<file path="config.mk">
export PLATFORM = sky130hd
export DESIGN_NAME = bingo_turn_master_flat
export DESIGN_NICKNAME = d
export VERILOG_FILES = /design/src/rtl/bingo_turn_master_pkg.sv /design/src/rtl/bingo_turn_master_if.sv /design/src/rtl/bingo_line_counter.sv /design/src/rtl/bingo_turn_master.sv /design/src/flat_wrapper.sv
export SDC_FILE = /design/constraint.sdc
export NUM_CORES = 1
export LEC_CHECK = 0
export ABC_AREA = 0
export CORE_ASPECT_RATIO = 1.5
export CORE_MARGIN = 8
export CORE_UTILIZATION = 46
export DETAILED_ROUTE_END_ITERATION = 7
export PLACE_DENSITY = 0.93
export SLEW_MARGIN = 20
export SYNTH_ARGS = -nofsm -noshare
export SYNTH_HDL_FRONTEND = slang
export SYNTH_SLANG_ARGS = --single-unit
</file>
<file path="constraint.sdc">
create_clock -name clk -period 3.55 [get_ports clk]
set_clock_uncertainty 0.05 [all_clocks]
set_input_delay 0.355 -clock clk [delete_from_list [all_inputs] [get_ports clk]]
set_output_delay 0.355 -clock clk [all_outputs]
set_load 0.01 [all_outputs]
</file>
<file path="src/rtl/bingo_turn_master_pkg.sv">
// Shared encodings for the Bingo master board: game states, peer message
// types and the scoring limits used by the turn sequencer.
package bingo_turn_master_pkg;

  typedef enum logic [3:0] {
    GAME_IDLE          = 4'd0,
    GAME_P1_GUESS      = 4'd1,
    GAME_WAIT_P2_GUESS = 4'd2,
    GAME_CHECK         = 4'd3,
    GAME_WIN           = 4'd4,
    GAME_LOSE          = 4'd5
  } game_state_t;

  typedef logic [2:0]  msg_type_t;
  typedef logic [24:0] circle_t;

  localparam msg_type_t SEL_NUM   = 3'd1;
  localparam msg_type_t STATE_WIN = 3'd2;

  localparam logic [4:0] MAX_TURNS = 5'd25;

endpackage

</file>
<file path="src/rtl/bingo_turn_master_if.sv">
// Signals between the turn master and its neighbours (top-level control,
// guess handler, interboard link).
interface bingo_turn_master_if;
  import bingo_turn_master_pkg::*;

  // Every strobe here is valid-only with no ready: start_game, guess_done,
  // interboard_en, start_guess, clear_guess and send_en are single-cycle
  // pulses consumed on the edge they are high; the receiver is always able
  // to take them, so there is no back-pressure.
  logic       start_game;
  logic       guess_done;
  circle_t    circle;
  logic       interboard_en;
  msg_type_t  interboard_msg_type;

  logic [3:0] cur_game_state;
  logic       start_guess;
  logic       clear_guess;
  logic       send_en;
  msg_type_t  send_msg_type;
  logic [3:0] line_count;
  logic [4:0] turn_count;

  modport master (
    input  start_game, guess_done, circle, interboard_en, interboard_msg_type,
    output cur_game_state, start_guess, clear_guess, send_en, send_msg_type,
           line_count, turn_count
  );

  modport slave (
    output start_game, guess_done, circle, interboard_en, interboard_msg_type,
    input  cur_game_state, start_guess, clear_guess, send_en, send_msg_type,
           line_count, turn_count
  );

endinterface

</file>
<file path="src/rtl/bingo_line_counter.sv">
// Counts completed lines (5 rows, 5 columns, 2 diagonals) in a 5x5 circle
// map, bit index row*5+col. Purely combinational; shared with the slave board.
module bingo_line_counter
  import bingo_turn_master_pkg::*;
(
  input  circle_t    circle,
  output logic [3:0] lines
);

  logic [3:0] count;
  logic       diag;
  logic       anti_diag;

  always_comb begin
    count = '0;
    for (int r = 0; r < 5; r++) begin
      count = count + {3'b000, &circle[r*5 +: 5]};
    end
    for (int c = 0; c < 5; c++) begin
      count = count + {3'b000, circle[c] & circle[c+5] & circle[c+10] &
                               circle[c+15] & circle[c+20]};
    end
    diag      = circle[0] & circle[6] & circle[12] & circle[18] & circle[24];
    anti_diag = circle[4] & circle[8] & circle[12] & circle[16] & circle[20];
    count     = count + {3'b000, diag} + {3'b000, anti_diag};
  end

  assign lines = count;

endmodule

</file>
<file path="src/rtl/bingo_turn_master.sv">
// Master-board Bingo sequencer: alternates P1/P2 guesses, scores the circle
// map after each guess and declares win or lose.
module bingo_turn_master
  import bingo_turn_master_pkg::*;
#(
  parameter int WIN_LINES = 5
) (
  input  logic clk,
  input  logic rst,
  input  logic interboard_rst,
  bingo_turn_master_if.master bus
);

  game_state_t state;
  logic        last_turn;
  logic        start_guess_q;
  logic        clear_guess_q;
  logic        send_en_q;
  msg_type_t   send_msg_type_q;
  logic [3:0]  line_count_q;
  logic [4:0]  turn_count_q;
  logic [3:0]  lines;
  logic        peer_win;
  logic        start_ok;

  bingo_line_counter u_line_counter (
    .circle (bus.circle),
    .lines  (lines)
  );

  assign peer_win = bus.interboard_en && (bus.interboard_msg_type == STATE_WIN);
  assign start_ok = bus.start_game &&
                    (state == GAME_IDLE || state == GAME_WIN || state == GAME_LOSE);

  always_ff @(posedge clk or posedge rst) begin
    if (rst) begin
      state           <= GAME_IDLE;
      last_turn       <= 1'b0;
      start_guess_q   <= 1'b0;
      clear_guess_q   <= 1'b0;
      send_en_q       <= 1'b0;
      send_msg_type_q <= '0;
      line_count_q    <= '0;
      turn_count_q    <= '0;
    end else if (interboard_rst) begin
      // Peer abort: back to power-on values, dropping any pulse scheduled now.
      state           <= GAME_IDLE;
      last_turn       <= 1'b0;
      start_guess_q   <= 1'b0;
      clear_guess_q   <= 1'b0;
      send_en_q       <= 1'b0;
      send_msg_type_q <= '0;
      line_count_q    <= '0;
      turn_count_q    <= '0;
    end else begin
      start_guess_q   <= 1'b0;
      clear_guess_q   <= 1'b0;
      send_en_q       <= 1'b0;
      send_msg_type_q <= '0;
      case (state)
        GAME_IDLE, GAME_WIN, GAME_LOSE: begin
          if (start_ok) begin
            state         <= GAME_P1_GUESS;
            start_guess_q <= 1'b1;
            clear_guess_q <= 1'b1;
            line_count_q  <= '0;
            turn_count_q  <= '0;
          end
        end
        GAME_P1_GUESS: begin
          if (bus.guess_done) begin
            state     <= GAME_CHECK;
            last_turn <= 1'b0;
          end
        end
        GAME_WAIT_P2_GUESS: begin
          if (peer_win) begin
            state <= GAME_LOSE;
          end else if (bus.guess_done) begin
            state     <= GAME_CHECK;
            last_turn <= 1'b1;
          end
        end
        GAME_CHECK: begin
          line_count_q <= lines;
          turn_count_q <= (turn_count_q >= MAX_TURNS) ? MAX_TURNS
                                                      : turn_count_q + 5'd1;
          // Our own bingo wins even when the peer claims one in the same cycle.
          if (lines >= 4'(WIN_LINES)) begin
            state           <= GAME_WIN;
            send_en_q       <= 1'b1;
            send_msg_type_q <= STATE_WIN;
          end else if (peer_win) begin
            state <= GAME_LOSE;
          end else begin
            state         <= last_turn ? GAME_P1_GUESS : GAME_WAIT_P2_GUESS;
            start_guess_q <= 1'b1;
          end
        end
        default: state <= GAME_IDLE;
      endcase
    end
  end

  assign bus.cur_game_state = state;
  assign bus.start_guess    = start_guess_q;
  assign bus.clear_guess    = clear_guess_q;
  assign bus.send_en        = send_en_q;
  assign bus.send_msg_type  = send_msg_type_q;
  assign bus.line_count     = line_count_q;
  assign bus.turn_count     = turn_count_q;

endmodule

</file>
<file path="src/flat_wrapper.sv">
// flat-port wrapper written by rule: the top's interface ports become plain ports
module bingo_turn_master_flat import bingo_turn_master_pkg::*;
#(
  parameter int WIN_LINES = 5
)
  (clk, rst, interboard_rst, bus_start_game, bus_guess_done, bus_circle, bus_interboard_en, bus_interboard_msg_type, bus_cur_game_state, bus_start_guess, bus_clear_guess, bus_send_en, bus_send_msg_type, bus_line_count, bus_turn_count);
  bingo_turn_master_if bus_i ();
  input  logic clk;
  input  logic rst;
  input  logic interboard_rst;
  input wire logic [$bits(bus_i.start_game)-1:0] bus_start_game;
  input wire logic [$bits(bus_i.guess_done)-1:0] bus_guess_done;
  input wire logic [$bits(bus_i.circle)-1:0] bus_circle;
  input wire logic [$bits(bus_i.interboard_en)-1:0] bus_interboard_en;
  input wire logic [$bits(bus_i.interboard_msg_type)-1:0] bus_interboard_msg_type;
  output wire logic [$bits(bus_i.cur_game_state)-1:0] bus_cur_game_state;
  output wire logic [$bits(bus_i.start_guess)-1:0] bus_start_guess;
  output wire logic [$bits(bus_i.clear_guess)-1:0] bus_clear_guess;
  output wire logic [$bits(bus_i.send_en)-1:0] bus_send_en;
  output wire logic [$bits(bus_i.send_msg_type)-1:0] bus_send_msg_type;
  output wire logic [$bits(bus_i.line_count)-1:0] bus_line_count;
  output wire logic [$bits(bus_i.turn_count)-1:0] bus_turn_count;
  assign bus_i.start_game = bus_start_game;
  assign bus_i.guess_done = bus_guess_done;
  assign bus_i.circle = bus_circle;
  assign bus_i.interboard_en = bus_interboard_en;
  assign bus_i.interboard_msg_type = bus_interboard_msg_type;
  assign bus_cur_game_state = bus_i.cur_game_state;
  assign bus_start_guess = bus_i.start_guess;
  assign bus_clear_guess = bus_i.clear_guess;
  assign bus_send_en = bus_i.send_en;
  assign bus_send_msg_type = bus_i.send_msg_type;
  assign bus_line_count = bus_i.line_count;
  assign bus_turn_count = bus_i.turn_count;
  bingo_turn_master #(.WIN_LINES(WIN_LINES)) u_core (.clk(clk), .rst(rst), .interboard_rst(interboard_rst), .bus(bus_i));
endmodule
</file>
==> summary.txt, run 1 <==
Job
  • Max Cap Viol: 0

Timing
  • Fin crit share: 125%
  • Crit path time final: 4430 ps
  • Slew Limit Fails: 0
  • Fin. Hold Viols: 0
  • Final Worst Setup Slack: -882 ps
  • RSZ-0062 raised after global routing: true
  • # setup viols final: 8
  • Setup_tns: -4920 ps
  • Worst hold margin: 443 ps
  • Slew margin rel.: 54.2%
  • Worst-margin pin slew: 686 ps
  • F_max: 226 MHz

Placement
  • Area after DPL: 0.00187 mm²
  • RePlAce Congestion: 0.954
  • PortBufs: 50
  • HPWL Detailed: 3.29 mm

Setup path
  • Arrival @ worst endpoint: 4520 ps
  • Crit-path slowest cell: fa_1
  • CP Capture Type: register
  • Slowest cell delay on critical path: 610 ps
  • Cell-by-cell trace of the critical path: buf_2 > and3_4 > nand3_2 > fa_1 > fa_1 > fa_1 > fa_1 > inv_1 > ha_2 > inv_2 > fa_1 > or2b_1 > a221oi_2 > a32oi_1 > a2111oi_2
  • Worst setup SP type: input port
  • Worst-path fanout max: 2
  • CP Class: input port to register
  • Critical Path RT: 3630 ps
  • Crit-path most repeated cell: fa_1

CTS
  • Post-CTS Hold Fix Bufs: 0
  • Total CTS buffers: 3
  • CTS H-tree depth: 1
  • CTS tree: built
  • CTS Buffer Depth: 2
  • Sinks on Clock Net: 17
  • CTS root buffer: clkbuf_8
  • Worst-skew pair later-pin latency: 260 ps
  • CTS clk-pin slew, worst paths: 70 ps

Synthesis
  • Top cell type's share of synthesized area: 33.0%
  • Share of synthesized registers carrying an async set or reset: 100%
  • Largest area contributor in the netlist: dfrtp_1
  • Synth Register Bits: 17
  • Top cells by area, synth: dfrtp_1 (33%), fa_1 (11%), ha_1 (5.8%), nand3_1 (5.8%), and3_1 (5.3%)
  • Library cells used by synthesis: 40
  • Mapped Cells: 135
  • Synth Cell Area: 0.00129 mm²
  • Sequential share of the synthesized area: 33.0%
  • EDFF count, synth: 0
  • Most common flop cell mapped by yosys: dfrtp_1
  • Syn Area/Cell: 9.55 µm²
  • Yosys warns: 0

Pwr
  • Int Pwr: 0.331 mW
  • Combinational Power Share: 22.5%
  • Switching Share: 25.5%
  • Clock share of power: 32.7%
  • Max IR drop VDD: 249 µV
  • Leak: 0.933 nW
  • Net Sw Power: 0.113 mW
  • Seq pwr share: 44.8%
  • Power, Total: 0.444 mW
  • PwrDens: 213 mW/mm²

Layout
  • Share of cells above drive strength 1: 27.9%
  • Layout Nets: 249
  • Ant. Diodes: 0
  • Area Overhead vs Synth: 61.8%
  • Post-route cell area: 0.00209 mm²
  • Filler instances: 193

Hold path
  • HP Class: input port to async pin

Global routing
  • Initial antenna violation count: 0
  • First-pass GRT wire length: 7.01 mm
  • Largest net degree at the start of global routing: 18
  • Vias in the first global route: 1,497
  • Grt ovf: 0
  • Total track usage: 18.9%

Die
  • Die W: 59.2 µm
  • IO Count: 53
  • Die area: 0.00479 mm²
  • Die Ht: 80.8 µm
  • Core Area: 0.00268 mm²
  • Row count: 23
  • Initial Util: 48.2%

Detailed routing
  • DRT Pass-1 Iters: 5
  • Final ANT Viol Nets: 0
  • Via count: 1,395
  • Routed WL: 4.47 mm
  • Drt wl/cell: 18.8 µm
  • Vias/cell: 5.86
  • Initial DRC Count: 63
  • Residual DRC: 0

Outcome
  • Status: finished with violations
  • Failing checks: negative setup slack
cell usage after synthesis, types with 2 or more instances:
master and number:
nand2_1 5, nor3_1 2, nand3_1 15, o21bai_1 2
a22o_1 3, o32ai_1 2, o21ai_0 4, nor2_1 7
fa_1 7, buf_4 3, dfrtp_1 17, a31oi_1 3
ha_1 6, buf_2 3, a21oi_1 4, o2bb2ai_1 2
inv_1 10, nor3b_1 2, nand2b_1 3, and3_1 11
nand3b_1 3, a21o_1 3
state kept, by name, indices dropped and copies added, names as in the netlist:
register and count:
u_core.bus.cur_game_state 4, u_core.bus.turn_count 5, u_core.bus.clear_guess 1, u_core.bus.send_msg_type 1
u_core.bus.start_guess 1, u_core.bus.line_count 4, u_core.last_turn 1
worst max-delay path: cells and delay by family:
family	cells	cell delay [ps]
adder cells (fa/ha/maj)	6	2700
AO/OA/AOI/OAI	3	740
AND/OR/NAND/NOR	3	500
buffers and inverters	3	220
area by class of cell:
type	count	area (µm²)	area share, %
Multi-Input combinational cell	103	895	42.9
Tap cell	37	46.3	2.22
Timing Repair Buffer	67	637	30.5
Sequential cell	17	425	20.4
Inverter	10	37.5	1.80
Clock buffer	4	45.0	2.16
power groups by stage:
stage / clock network [mW] / logic [mW] / registers [mW]
detailed placement: 0 / 0.0946 / 0.203
finish: 0.145 / 0.100 / 0.199
CTS: 0.149 / 0.0946 / 0.199
global placement: 0 / 0.0920 / 0.202
global route: 0.155 / 0.109 / 0.199
floorplan: 0 / 0.0354 / 0.202
worst paths after layout:
path	to	slack [ps]	startpoint	cells after the start
max	u_core.bus.cur_game_state[1]	-880	bus_circle[15]	15
min	u_core.bus.cur_game_state[2]	440	rst	2
max reg2reg	u_core.bus.turn_count[2]	1600	u_core.bus.cur_game_state[3]	4
min reg2reg	u_core.bus.line_count[1]	450	u_core.bus.line_count[1]	1
max in group asynchronous	u_core.bus.cur_game_state[1]	2580	rst	2
min in group clk	u_core.bus.line_count[1]	450	u_core.bus.line_count[1]	1
metal layers:
metal / part of all wire [%] / up-vias / GRT usage, %
li1: - / 621 / -
met1: 35 / 675 / 17.7
met2: 54 / 83 / 36.6
met3: 7.1 / 16 / 4.11
met4: 4.0 / 0 / 9.38
met5: 0 / - / 0
stage by stage:
stage	setup WS, ps	utilization [%]	cells
CTS	-902	76.2	238
floorplan	-783	-	137
global placement	-1350	69.8	225
detailed placement	-1540	69.8	225
global route	-1050	77.9	238
finish	-882	77.9	238
layout by cell type, fill, tap and decap left out, types with 4 or more instances in the layout:
cell type and n:
nand3_2 6, ha_1 5, clkdlybuf4s50_1 32, nand2_1 4, and3_4 6, buf_2 5
inv_1 9, buf_4 9, nor2_1 6, and3_1 5, fa_1 7, o21ai_0 4
dfrtp_1 17, buf_6 15, dlygate4sd2_1 4, nand3_1 9
repair_timing:
action | 4_1_cts | 5_1_grt
gates resized for setup | 76 | 21
pin swaps | 23 | 15
hold endpoints to repair | 0 | 0
buffers inserted | 10 | 8
setup endpoints to repair | 9 | 8
cell families (layout without fill, tap and decap cells):
group	count (synthesis)	after routing	share of synthesized area, %
xor gates and xnor gates	1	1	0.680
other	1	3	0.291
DFF	17	17	33.0
adders and majority gates	13	13	16.7
buffers and inverters	17	81	6.21
and+or+nand+nor	55	55	24.7
AOI/OAI and AO/OA	31	31	18.4
Note: power is estimated with default switching activity, not from simulation.
==> run 2, diff against run 1 <==
PLACE_DENSITY = 0.92   (was 0.93)
==> run 2 against run 1 <==
The run still ends with negative setup slack left. Sequential share of layout area rose by 0.81 points. Cell area decreased by 3.8%. Worst hold slack improved by 8.9 ps. Via count fell by 4.9%. Sequential power about the same. Largest power group unchanged.
==> summary.txt, run 2 (same netlist as run 1, synthesis figures left out) <==
CTS
  • CTS clk-pin slew, worst paths: 70 ps
  • CTS Buffer Depth: 2
  • Total CTS buffers: 3
  • CTS root buffer: clkbuf_8
  • Post-CTS Hold Fix Bufs: 0
  • CTS H-tree depth: 1
  • Sinks on Clock Net: 17
  • Worst-skew pair later-pin latency: 260 ps
  • CTS tree: built

Setup path
  • CP Capture Type: register
  • Crit-path most repeated cell: fa_1
  • R2R Path End: u_core.bus.turn_count[2]
  • CP Class: input port to register
  • Worst setup path startpoint: bus_circle[16]
  • Worst setup endpoint: u_core.bus.cur_game_state[1]
  • Cell-by-cell trace of the critical path: buf_6 > and3_4 > nand3_4 > fa_1 > fa_1 > fa_1 > fa_1 > inv_1 > ha_2 > inv_2 > fa_1 > or2b_1 > a221oi_2 > a32oi_1 > a2111oi_2
  • Slowest cell delay on critical path: 580 ps
  • FF-to-FF setup slack: 1640 ps
  • Worst r2r src: u_core.bus.cur_game_state[3]
  • Family with the most delay on the worst path: adder cells
  • Crit-path slowest cell: fa_1
  • Worst R2R Path Depth: 4
  • CP Depth: 15
  • Worst-path fanout max: 3
  • Arrival @ worst endpoint: 4510 ps
  • Critical Path RT: 3640 ps
  • Crit path buf inv count: 3
  • Worst setup SP type: input port

Detailed routing
  • WL met3: 284 µm
  • Top sig layer: met4
  • Via count: 1,326
  • Metal-1 WL: 1.56 mm
  • DRT Pass-1 Iters: 4
  • Met2 wire length: 2.41 mm
  • Routed WL: 4.39 mm
  • Initial DRC Count: 54
  • Final ANT Viol Nets: 0
  • Drt wl/cell: 19.0 µm
  • Residual DRC: 0
  • Vias/cell: 5.74

Pwr
  • Max IR drop VDD: 258 µV
  • PwrDens: 224 mW/mm²
  • Leak: 0.886 nW

Timing
  • # setup viols final: 7
  • Setup_tns: -3910 ps
  • Final Worst Setup Slack: -863 ps
  • Crit path time final: 4410 ps
  • F_max: 227 MHz
  • RSZ-0062 raised after global routing: true
  • Worst-margin pin slew: 685 ps
  • Slew Limit Fails: 0
  • Fin crit share: 124%
  • Fin. Hold Viols: 0
  • Slew margin rel.: 54.3%

Placement
  • RePlAce Congestion: 0.942
  • Cells after DPL: 226
  • Area after DPL: 0.00188 mm²
  • HPWL Detailed: 3.50 mm
  • PortBufs: 50

Outcome
  • Failing checks: negative setup slack
  • Status: finished with violations

Global routing
  • Grt ovf: 0
  • Total track usage: 19.4%
  • Largest net degree at the start of global routing: 18
  • Vias in the first global route: 1,454
  • Initial antenna violation count: 0
  • First-pass GRT wire length: 7.12 mm

Layout
  • Layout Nets: 242
  • Post-route cell area: 0.00201 mm²
  • Area Overhead vs Synth: 55.6%
  • Ant. Diodes: 0
  • Most frequent cells in the layout: clkdlybuf4s50_1 (32), dfrtp_1 (17), buf_4 (10)
  • Share of cells above drive strength 1: 26.3%
  • Most common cell after layout, fill and taps aside: clkdlybuf4s50_1
  • Cell Count, Final, Fillers Out: 231
  • Max FFs per register: 5

Die
  • Core Area: 0.00268 mm²
  • Die W: 59.2 µm
  • Die Ht: 80.8 µm
  • Die area: 0.00479 mm²
  • IO Count: 53
  • Row count: 23
  • Initial Util: 48.2%

Job
  • Max Cap Viol: 0

Hold path
  • HP Class: input port to async pin
[run 2: how the worst min path moves through the flow]
stage / slack, ps / startpoint / endpoint / cells after the start
6_report: 450 / rst / u_core.bus.cur_game_state[2] / 2
5_1_grt: 480 / u_core.bus.line_count[1] / u_core.bus.line_count[1] / 1
4_1_cts: 450 / u_core.bus.line_count[1] / u_core.bus.line_count[1] / 1
3_5_place_dp: 430 / u_core.bus.line_count[1] / u_core.bus.line_count[1] / 1
3_3_place_gp: 440 / u_core.bus.line_count[1] / u_core.bus.line_count[1] / 1
2_1_floorplan: 230 / rst / u_core.bus.clear_guess / 1
[run 2: power breakdown]
part | switching, mW | internal [mW] | leakage [nW]
Clock | 0.0681 | 0.0799 | 0.0228
Sequential | 0.00334 | 0.196 | 0.234
Combinational | 0.0458 | 0.0574 | 0.630
[run 2: timing repair]
item,CTS,global route
hold endpoints to repair,0,0
resized for setup,79,10
buffers inserted,2,1
pin swaps,18,12
setup endpoints to repair,9,8
[run 2: cell type report]
cell class                 instances  area (µm²)
clock buffer                       4        45.0
inverter                          10        37.5
tap                               37        46.3
multi-input combinational        103         891
sequential                        17         425
fill                             193         671
timing repair buffer              60         561
[run 2: worst register-to-register path: cells and delay by family, from the launching register on]
family | cells | cell delay, ps
AO/OA/AOI/OAI | 2 | 390
flip-flops | 1 | 480
AND/OR/NAND/NOR | 2 | 900
[run 2: through the flow]
stage               total power, mW  utilization [%]  hold slack, ps  setup slack, ps
floorplan                     0.237                -             231             -783
global placement              0.296             70.1             437            -1360
global route                  0.473             74.9             476             -993
CTS                           0.447             73.5             454             -921
finish                        0.450             74.9             452             -863
detailed placement            0.300             70.1             431            -1570
[run 2: metal layers]
metal	GRT usage, %	up-vias
li1	-	608
met1	19.1	632
met2	36.2	74
met3	5.21	12
met4	8.89	0
met5	0	-
==> run 3, diff against run 2 <==
CORE_UTILIZATION = 43   (was 46)
PLACE_DENSITY = 0.87   (was 0.92)
clock period = 4.9 ns   (was 3.55 ns; I/O delays follow)
==> run 3 against run 2 <==
The run now ends clean. Total power decreased by 30%. Combinational power fell by 33%. Clock power fell by 30%. Setup slack improved by 980 ps. Worst hold slack improved by 3.0 ps. Sequential power shrank 28%. Critical endpoint unchanged. Largest cell class unchanged.
==> summary.txt, run 3 (same netlist as run 1, synthesis figures left out) <==
Setup path
  • Family with the most delay on the worst path: adder cells
  • Worst setup SP type: input port
  • CP Capture Type: register
  • Worst-path fanout max: 2
  • Crit path buf inv count: 3
  • Arrival @ worst endpoint: 4870 ps
  • Cell-by-cell trace of the critical path: clkdlybuf4s50_1 > nand3_2 > fa_1 > fa_1 > fa_1 > fa_1 > inv_1 > ha_2 > inv_2 > fa_1 > or2b_1 > a221oi_2 > a32oi_1 > a2111oi_2
  • Critical Path RT: 4990 ps
  • Slowest cell delay on critical path: 570 ps
  • Worst setup path startpoint: bus_circle[4]
  • Crit-path slowest cell: fa_1
  • Crit-path most repeated cell: fa_1
  • CP Class: input port to register
  • Worst r2r src: u_core.bus.turn_count[0]

CTS
  • Total CTS buffers: 3
  • CTS tree: built
  • CTS root buffer: clkbuf_8
  • CTS clk-pin slew, worst paths: 60 ps
  • CTS H-tree depth: 1
  • CTS Buffer Depth: 2
  • Worst-skew pair later-pin latency: 250 ps
  • Post-CTS Hold Fix Bufs: 0
  • Sinks on Clock Net: 17

Die
  • Row count: 24
  • Core Area: 0.00288 mm²
  • Initial Util: 44.7%
  • IO Count: 53
  • Die W: 60.7 µm
  • Die Ht: 83.1 µm
  • Die area: 0.00504 mm²

Detailed routing
  • Routed WL: 4.03 mm
  • Via count: 1,307
  • Vias/cell: 5.66
  • Drt wl/cell: 17.4 µm
  • Final ANT Viol Nets: 0
  • DRT Pass-1 Iters: 4
  • Residual DRC: 0
  • Initial DRC Count: 67

Timing
  • # setup viols final: 0
  • F_max: 209 MHz
  • Worst hold margin: 455 ps
  • Crit path time final: 4780 ps
  • Final Worst Setup Slack: 118 ps
  • Fin crit share: 97.6%
  • Fin. Hold Viols: 0
  • Slew Limit Fails: 0
  • Worst-margin pin slew: 643 ps
  • Slew margin rel.: 57.1%

Global routing
  • First-pass GRT wire length: 6.29 mm
  • Total track usage: 15.9%
  • Largest net degree at the start of global routing: 18
  • Grt ovf: 0
  • Vias in the first global route: 1,411
  • Initial antenna violation count: 0

Placement
  • HPWL Detailed: 3.23 mm
  • Area after DPL: 0.00185 mm²
  • RePlAce Congestion: 1.00
  • Cells after DPL: 225
  • Pre-CTS WS: -376 ps
  • PortBufs: 50

Pwr
  • Switching Share: 24.4%
  • Power, Total: 0.316 mW
  • PwrDens: 159 mW/mm²
  • Seq pwr share: 45.7%
  • Combinational Power Share: 21.8%
  • Int Pwr: 0.239 mW
  • Leak: 0.962 nW
  • Net Sw Power: 0.0770 mW
  • Clock share of power: 32.5%
  • Max IR drop VDD: 174 µV

Layout
  • Post-route cell area: 0.00199 mm²
  • Share of cells above drive strength 1: 13.5%
  • Filler instances: 233
  • Layout Nets: 240
  • Cell Count, Final, Fillers Out: 231
  • Most common cell after layout, fill and taps aside: clkdlybuf4s50_1
  • Max FFs per register: 5
  • Most frequent cells in the layout: clkdlybuf4s50_1 (37), dfrtp_1 (17), dlymetal6s2s_1 (13)
  • Area Overhead vs Synth: 54.3%
  • Ant. Diodes: 0

Outcome
  • Status: completed

Job
  • Max Cap Viol: 0

Hold path
  • Hold path startpoint: u_core.bus.line_count[3]
  • HP Class: register to register
## run 3: cell types whose count changed in the layout (fill, tap and decap cells not counted), sizes merged
cell	change
buf	-14
clkbuf	-1
clkdlybuf4s15	-3
clkdlybuf4s50	+5
dlygate4sd2	-2
dlymetal6s2s	+13
## run 3: power groups by stage
stage          Clock, mW  Combinational, mW  Sequential [mW]
2_1_floorplan          0             0.0259            0.146
3_3_place_gp           0             0.0650            0.147
3_5_place_dp           0             0.0669            0.147
4_1_cts            0.103             0.0671            0.144
5_1_grt            0.110             0.0751            0.145
6_report           0.103             0.0690            0.144
## run 3: cell type report
type	instances	area [µm²]	area share [%]
Clock buffer	4	45.0	2.27
Inverter	10	37.5	1.89
Multi-Input combinational cell	103	838	42.2
Sequential cell	17	425	21.4
Tap cell	39	48.8	2.45
Timing Repair Buffer	58	593	29.8
## run 3: final timing paths
kind | depth (start not counted) | slack, ps | endpoint
setup reg to reg | 5 | 3030 | u_core.bus.turn_count[4]
hold reg to reg | 1 | 450 | u_core.bus.line_count[3]
min in group asynchronous | 2 | 580 | u_core.bus.send_msg_type[1]
hold / removal | 1 | 450 | u_core.bus.line_count[3]
setup / recovery | 14 | 120 | u_core.bus.cur_game_state[1]
max in group asynchronous | 2 | 3800 | u_core.bus.turn_count[3]
## run 3: metal layers
metal	vias up	global-route usage, %	routed length (µm)
met5	-	0	0
met4	0	6.82	76
met3	8	3.55	329
met2	63	28.6	2140
met1	636	16.4	1490
li1	600	-	-
## run 3: timing repair
| item | CTS | global route |
|---|---|---|
| endpoints found under the setup margin | 3 | 5 |
| resized for setup | 0 | 24 |
| setup buffers | 0 | 2 |
| pin swaps | 8 | 8 |
## run 3: through the flow
stage | utilization [%] | setup TNS [ps]
finish | 69.0 | 0
global route | 69.0 | -135
CTS | 65.7 | 0
detailed placement | 64.1 | -1160
global placement | 64.1 | -820
floorplan | - | 0
